[src/rtl/cic_pkg.sv]
// Shared types and helpers for the CIC decimator sequencer:
// FSM state encodings, comb-select width and the decimation-rate clamp.
package cic_pkg;

   typedef enum logic [1:0] {
      IDLE = 2'd0,
      RUN  = 2'd1,
      COMB = 2'd2
   } cic_state_e;

   function automatic int sel_w(input int stages);
      return (stages > 1) ? $clog2(stages) : 1;
   endfunction

   // A zero rate could never wrap, so it is treated as decimate-by-one.
   function automatic logic [31:0] clamp_rate(input logic [31:0] rate);
      return (rate == 32'd0) ? 32'd1 : rate;
   endfunction

endpackage

[src/rtl/cic_phase_counter.sv]
// Sample phase counter with pending/active decimation-rate registers.
// wrap marks the input sample that closes a decimation block.
module cic_phase_counter
   import cic_pkg::*;
#(
   parameter int RATE_W       = 16,
   parameter int DEFAULT_RATE = 80
) (
   input  logic              clock,
   input  logic              reset,
   input  logic              run,
   input  logic              clear,
   input  logic              in_strobe,
   input  logic              rate_load,
   input  logic [RATE_W-1:0] rate,
   output logic [RATE_W-1:0] active_rate,
   output logic              wrap
);

   localparam logic [RATE_W-1:0] ONE        = RATE_W'(1);
   localparam logic [RATE_W-1:0] RESET_RATE = RATE_W'(DEFAULT_RATE);

   logic [RATE_W-1:0] phase_q, phase_d;
   logic [RATE_W-1:0] active_q, active_d;
   logic [RATE_W-1:0] pending_q, pending_d;
   logic              at_end_s;

   // A load coinciding with a wrap goes straight into the next block's rate.
   always_comb begin
      pending_d = rate_load ? RATE_W'(clamp_rate(32'(rate))) : pending_q;
      at_end_s  = (phase_q == (active_q - ONE));
      wrap      = run & ~clear & in_strobe & at_end_s;
      phase_d   = phase_q;
      active_d  = active_q;
      if (!run) begin
         phase_d  = '0;
         active_d = pending_d;
      end else if (clear) begin
         phase_d  = '0;
         active_d = active_q;
      end else if (wrap) begin
         phase_d  = '0;
         active_d = pending_d;
      end else if (in_strobe) begin
         phase_d  = phase_q + ONE;
         active_d = active_q;
      end else begin
         phase_d  = phase_q;
         active_d = active_q;
      end
   end

   // Phase and rate registers.
   always_ff @(posedge clock or posedge reset) begin
      if (reset) begin
         phase_q   <= '0;
         active_q  <= RESET_RATE;
         pending_q <= RESET_RATE;
      end else begin
         phase_q   <= phase_d;
         active_q  <= active_d;
         pending_q <= pending_d;
      end
   end

   assign active_rate = active_q;

endmodule

[src/rtl/cic_decim_sequencer.sv]
// Sequencer for one CIC decimator channel: gates the integrator strobe and
// walks a shared comb subtractor across all stages after each decimation point.
module cic_decim_sequencer
   import cic_pkg::*;
#(
   parameter  int STAGES       = 5,
   parameter  int RATE_W       = 16,
   parameter  int DEFAULT_RATE = 80,
   localparam int SEL_W        = sel_w(STAGES)
) (
   input  logic              clock,
   input  logic              reset,
   input  logic              enable,
   input  logic [RATE_W-1:0] rate,
   input  logic              rate_load,
   input  logic              in_strobe,
   output logic              int_strobe,
   output logic              comb_en,
   output logic [SEL_W-1:0]  comb_sel,
   output logic              out_strobe,
   output logic              busy,
   output logic              overrun,
   output logic [RATE_W-1:0] active_rate
);

   localparam logic [SEL_W-1:0] LAST_SEL = SEL_W'(STAGES - 1);
   localparam logic [SEL_W-1:0] SEL_ONE  = SEL_W'(1);

   cic_state_e       state_q, state_d;
   logic [SEL_W-1:0] comb_sel_q, comb_sel_d;
   logic             comb_en_q, comb_en_d;
   logic             out_strobe_q, out_strobe_d;
   logic             overrun_q, overrun_d;
   logic             running_s, stop_s, wrap_s;

   assign running_s  = (state_q != IDLE);
   assign stop_s     = ~enable;
   assign int_strobe = in_strobe & running_s;

   cic_phase_counter #(
      .RATE_W       (RATE_W),
      .DEFAULT_RATE (DEFAULT_RATE)
   ) u_phase (
      .clock       (clock),
      .reset       (reset),
      .run         (running_s),
      .clear       (stop_s),
      .in_strobe   (in_strobe),
      .rate_load   (rate_load),
      .rate        (rate),
      .active_rate (active_rate),
      .wrap        (wrap_s)
   );

   // Next-state logic; a wrap seen while combing is dropped and flagged.
   always_comb begin
      state_d      = state_q;
      comb_sel_d   = comb_sel_q;
      comb_en_d    = 1'b0;
      out_strobe_d = 1'b0;
      if (rate_load) begin
         overrun_d = 1'b0;
      end else if (wrap_s && (state_q == COMB)) begin
         overrun_d = 1'b1;
      end else begin
         overrun_d = overrun_q;
      end
      if (!enable) begin
         state_d    = IDLE;
         comb_sel_d = '0;
      end else begin
         case (state_q)
            IDLE: begin
               state_d = RUN;
            end
            RUN: begin
               if (wrap_s) begin
                  state_d    = COMB;
                  comb_sel_d = '0;
                  comb_en_d  = 1'b1;
               end else begin
                  state_d = RUN;
               end
            end
            COMB: begin
               if (comb_sel_q == LAST_SEL) begin
                  state_d      = RUN;
                  comb_sel_d   = '0;
                  out_strobe_d = 1'b1;
               end else begin
                  comb_sel_d = comb_sel_q + SEL_ONE;
                  comb_en_d  = 1'b1;
               end
            end
            default: begin
               state_d    = IDLE;
               comb_sel_d = '0;
            end
         endcase
      end
   end

   // FSM and registered outputs.
   always_ff @(posedge clock or posedge reset) begin
      if (reset) begin
         state_q      <= IDLE;
         comb_sel_q   <= '0;
         comb_en_q    <= 1'b0;
         out_strobe_q <= 1'b0;
         overrun_q    <= 1'b0;
      end else begin
         state_q      <= state_d;
         comb_sel_q   <= comb_sel_d;
         comb_en_q    <= comb_en_d;
         out_strobe_q <= out_strobe_d;
         overrun_q    <= overrun_d;
      end
   end

   assign comb_en    = comb_en_q;
   assign busy       = comb_en_q;
   assign comb_sel   = comb_sel_q;
   assign out_strobe = out_strobe_q;
   assign overrun    = overrun_q;

endmodule

[config.mk]
export PLATFORM = sky130hd
export DESIGN_NAME = cic_decim_sequencer
export DESIGN_NICKNAME = d
export VERILOG_FILES = /design/src/rtl/cic_pkg.sv /design/src/rtl/cic_phase_counter.sv /design/src/rtl/cic_decim_sequencer.sv
export SDC_FILE = /design/constraint.sdc
export NUM_CORES = 1
export LEC_CHECK = 0
export BUFFER_PORTS_ARGS = -buffer_cell sky130_fd_sc_hd__buf_2
export CORE_UTILIZATION = 36
export DETAILED_ROUTE_END_ITERATION = 10
export PLACE_DENSITY_LB_ADDON = 0.3
export SLEW_MARGIN = 20
export SYNTH_ARGS = -nofsm -noshare
export SYNTH_HDL_FRONTEND = slang
export SYNTH_HIERARCHICAL = 1
export SYNTH_SLANG_ARGS = --single-unit
[constraint.sdc]
create_clock -name clock -period 2.9 [get_ports clock]
set_input_delay 0.58 -clock clock [delete_from_list [all_inputs] [get_ports clock]]
set_output_delay 0.58 -clock clock [all_outputs]
set_load 0.01 [all_outputs]
-- Word-level counts from Yosys, hierarchy flattened
Index checks and enable logic that the tools add are counted.
- add/subtract/negate cells: 3
- mux-type cells: 26
- reduce and logical (&&, ||, !) cells: 7
- bitwise gates (word level): 4
- equal/unequal tests: 10
- operator list (cell ; count):
    16-bit two-way mux ; 9
    16-bit by 1-bit adder with 16-bit output (second input constant) ; 1
    16-bit == test ; 1
    16-bit logical NOT ; 1
    16-bit by 1-bit subtractor with 16-bit output (second input constant) ; 1
    3-bit two-way mux ; 3
    3-bit one-hot mux with 3 select lines ; 1
    1-bit two-way mux ; 8
    2-bit two-way mux ; 3
    2-bit one-hot mux with 3 select lines ; 1
    1-bit AND ; 4
    2-bit != test (second input constant) ; 2
    4-bit by 3-bit != test with 1-bit output (second input constant) ; 1
    2-bit AND reduction ; 2
    2-bit nonzero test ; 2
    3-bit by 1-bit adder with 3-bit output (second input constant) ; 1
    3-bit == test (second input constant) ; 1
    3-bit by 2-bit != test with 1-bit output (second input constant) ; 1
    3-bit != test (second input constant) ; 1
    2-bit by 1-bit == test with 1-bit output (second input constant) ; 1
    2-bit == test (second input constant) ; 1
    2-bit logical NOT ; 1
    2-bit by 1-bit != test with 1-bit output (second input constant) ; 1
    1-bit one-hot mux with 2 select lines ; 1
    1-bit logical AND ; 1
- bits in registers: 56
- word-level logic and storage cells: 58
- input port bits: 21

-- Longest topological paths before layout
- depth after elaboration: 7
- gate-level depth with buffers: 11

-- Modules after synthesis
The synthesis kept the hierarchy.
- by module, submodules not included (module ; cells an instance ; area an instance (um^2) ; times used):
    cic_phase_counter ; 241 ; 2772.7 ; 1
    cic_decim_sequencer ; 56 ; 524.3 ; 1

-- Least setup slack after synthesis
OpenSTA, ideal clock, no wires.
- path kind: flip-flop to flip-flop
- start: reg u_phase.active_q[8], in the netlist u_phase/active_rate[8]
- end: reg comb_sel_q[2], in the netlist comb_sel[2]
- setup slack: -0.260 ns
- arrival: 3.082 ns
- period minus slack after synthesis: 3.160 ns
- stages on the path, launching flop included: 11
- path buffers: 1
- data required time: 2.823 ns
- cell sequence: dfrtp_1 buf_6 or4_1 or4_1 a211o_1 a32oi_1 nand3_2 nor2_1 nor2b_4 or4_1 a21oi_1
- longest elaborated chain between the ends: 5
- ends and longest elaborated chain (what ; line ; source):
    from (decl) ; cic_phase_counter.sv:24 ; logic [RATE_W-1:0] active_q, active_d;
    from (signal assigned) ; cic_phase_counter.sv:61 ; active_q <= active_d;
    16-bit by 1-bit subtractor with 16-bit output ; cic_phase_counter.sv:31 ; at_end_s = (phase_q == (active_q - ONE));
    16-bit == test ; cic_phase_counter.sv:31 ;
    1-bit AND ; cic_phase_counter.sv:32 ; wrap = run & ~clear & in_strobe & at_end_s;
    net wrap_s ; cic_decim_sequencer.sv:34 ; logic running_s, stop_s, wrap_s;
    3-bit != test (no line) ; -- ;
    2-bit AND reduction (no line) ; -- ;
    to (signal assigned) ; cic_decim_sequencer.sv:113 ; comb_sel_q <= comb_sel_d;
    to (decl) ; cic_decim_sequencer.sv:30 ; logic [SEL_W-1:0] comb_sel_q, comb_sel_d;
The timed path passes the listed nets, and every way through them passes these cells.
A chain may end at the register's enable or synchronous reset.

-- Worst setup path after layout
- start: reg u_phase.active_q[11], in the netlist u_phase/active_rate[11]
- end: reg u_phase.active_q[0], in the netlist u_phase/active_rate[0]
- longest elaborated chain between the ends: 5
- ends and longest elaborated chain (what ; line):
    16-bit by 1-bit subtractor with 16-bit output ; cic_phase_counter.sv:31
    16-bit == test ; cic_phase_counter.sv:31
    1-bit AND ; cic_phase_counter.sv:32
    2-bit by 1-bit != test with 1-bit output (no line) ; --
    2-bit AND reduction (no line) ; --
No other way between the ends.

==> results.py <==
metrics = {
    "clocking": {
        "cts_sinks": 56,
        "cts_tree": "yes",
        "clockBufferDepth": 2,
        "insertion_delay_ps": 310,
        "cts_buffers": 5,
        "cts_root_buf": "clkbuf_8",
        "clk_pin_slew_worst_paths_ps": 110,
        "h-tree-depth": 2,
    },
    "routing": {
        "first_pass_iters": 7,
        "routedWlPerCell_um": 15.5,
        "remaining_drc_errors": 4,
        "drt-total-wl_um": 7240,
        "drtIter0Drc": 82,
        "post_drt_via_cell_ratio": 5.35,
        "vias": 2495,
        "postRouteAntennaNets": 0,
    },
    "finish": {
        "finalNonFillerCells": 466,
        "postLayoutCellArea_um2": 3900,
        "drive_above_1_share": 0.352,
        "final_common_cell": "dfrtp_1",
        "nets": 387,
        "final_cell_mix": "dfrtp_1, buf_2, nand2_1",
        "area_delta_synth_final_pct": 18.3,
        "insertedDiodeCount": 0,
    },
    "place": {
        "io_buffer_count": 44,
        "placed_cells": 456,
        "dp_hpwl_um": 5140,
        "dpl_cell_area_um2": 3720,
        "gp_congestion": 0.775,
    },
    "power": {
        "ir_worst_vdd_uv": 267,
        "p_leak_nw": 1.77,
        "power_density_nw_per_um2": 491,
        "finalPower_mw": 1.91,
    },
    "global_route": {
        "grt_pass1_vias": 2509,
        "grt_pass1_wl_um": 12300,
        "grt_usage": 0.160,
        "grt_max_degree": 49,
        "antenna_found_initial": 0,
        "grt-ovfl-total": 0,
    },
    "floorplanning": {
        "core_area_um2": 8810,
        "pin_count": 45,
        "start_util": 0.374,
        "num_rows": 34,
        "dieArea_um2": 9540,
        "fp.dieH_um": 97.7,
        "die_w_um": 97.7,
    },
    "synth": {
        "yosysTopAreaCellShare": 0.395,
        "synth-seq-cells": 56,
        "synth_edf_count": 0,
        "synth_cells": 297,
        "syn_avg_cell_area_um2": 11.1,
        "seq_area_frac_synth": 0.427,
        "yosys-top-cells-area": "dfrtp_1, mux2_2, mux2_4, ha_1, dfstp_2",
        "synth_flop_cell": "dfrtp_1",
        "yosysUniqueCellTypes": 60,
        "async_flop_share": 1.00,
        "syn_nets": 327,
        "syn_area_um2": 3300,
        "synth_top_area_cell": "dfrtp_1",
        "ys_warn_count": 6,
    },
    "sta": {
        "fin_crit_sh": 1.01,
        "slew_headroom": 0.586,
        "hold_viol": 0,
        "min_period_ps": 2930,
        "rsz0062_at_grt": "true",
        "tightestPinTransition_ps": 621,
        "skew_ps": 8.36,
        "setup_viol": 8,
        "finalWorstSetupSlack_ps": -33.3,
        "max_freq_ghz": 0.341,
        "timing.hold.ws_ps": 214,
        "drv_slew": 0,
    },
    "setup_path": {
        "crit_arrival_ps": 3140,
        "startpoint": "u_phase/active_rate[11]$_DFFE_PP0P_",
        "timing.rr.end": "u_phase/active_rate[0]$_DFFE_PP0P_",
        "rrSetupSlack_ps": -30,
        "crit_fanout": 8,
        "critPathKind": "reg -> reg",
        "setup.worst_path.end_class": "flop",
        "r2r-start": "u_phase/active_rate[11]$_DFFE_PP0P_",
        "worstPathRequired_ps": 3100,
        "cp-start-kind": "flop",
        "reg2regPathDepth": 8,
    },
    "run_status": {
        "violations": "DRC, setup timing",
        "status": "finished, violations left",
    },
    "hold_path": {
        "hold_class": "in -> async",
    },
    "flow_run": {
        "maxCapViolCount": 0,
    },
}
==> how the worst max path moves through the flow <==
stage | endpoint
final | u_phase/active_rate[0]$_DFFE_PP0P_
after global routing | comb_sel[2]$_DFFE_PP0P_
after CTS | comb_sel[2]$_DFFE_PP0P_
after detailed placement | comb_sel[2]$_DFFE_PP0P_
after global placement | comb_sel[2]$_DFFE_PP0P_
after floorplan | comb_sel[2]$_DFFE_PP0P_
==> kinds of logic after synthesis <==
| group | share of synthesized area |
|---|---|
| flops | 0.427 |
| xor+xnor | 0.0679 |
| compound gates | 0.108 |
| fa+ha+maj | 0.0342 |
| simple gates | 0.177 |
| buf+inv | 0.0497 |
| mux | 0.136 |
==> timing repair <==
item	CTS	global route
setup buffers	0	1
endpoints found under the setup margin	1	27
resized for setup	1	7
endpoints found under the hold margin	0	0
pin swaps	2	1
cloned	0	1
hold buffers	0	0
==> flip-flops by register name (all words and copies together), names as in the netlist <==
register / count
u_phase/active_rate: 16
out_strobe: 1
busy: 1
overrun: 1
state_q: 2
u_phase/pending_q: 16
comb_sel: 3
u_phase/phase_q: 16
==> critical path, cell delays in order (launching register included) <==
cell and delay [ps]:
dfrtp_1 400, or4_4 540, or4_1 470, a211o_1 280
a32oi_2 210, nand3_2 170, o21ai_4 240, clkbuf_16 210
mux2_4 300
==> through the flow <==
| stage | utilization | worst slack, ps | TNS (ps) |
|---|---|---|---|
| after floorplan | - | -7.59 | -7.59 |
| after CTS | 0.436 | -33.9 | -33.9 |
| after global placement | 0.423 | 6.97 | 0 |
| final | 0.443 | -33.3 | -209 |
| after global routing | 0.443 | -152 | -2080 |
| after detailed placement | 0.423 | -20.6 | -20.6 |
==> where the power goes <==
group / internal (mW) / switching [mW]
Combinational: 0.243 / 0.227
Sequential: 0.847 / 0.0507
Clock: 0.267 / 0.280
Total: 1.36 / 0.558
==> area by class of cell <==
type,instances,area [um2]
clock inverter,3,50.0
timing repair buffer,65,420
clock buffer,5,68.8
multi-input combinational,216,1770
tap,108,135
fill,840,4910
sequential,56,1410
inverter,13,48.8
==> cell usage after synthesis (all sizes together), types with 2 or more instances <==
cell type,n
nor3b,3
nand3,10
mux2,33
a221o,4
and4,2
o31ai,2
nor3,7
or3,3
xor2,11
o2111ai,2
and3,9
a22o,6
a31oi,4
a211o,2
o22ai,2
ha,9
dfstp,4
clkbuf,6
xnor2,12
a41oi,2
nand2b,2
or4,5
nor2,15
buf,6
mux2i,4
inv,13
nor4,7
nor2b,2
nand3b,2
nand4,4
a21oi,11
dfrtp,52
nand2,20
o21ai,6
o41ai,2
==> per-layer routing <==
| layer | share of wire | global-route usage |
|---|---|---|
| met1 | 0.48 | 0.213 |
| met2 | 0.48 | 0.264 |
| met3 | 0.037 | 0.0388 |
| met4 | 0.0081 | 0.0315 |
| met5 | 0 | 0 |
No activity file was read; power rests on OpenSTA's default activity.
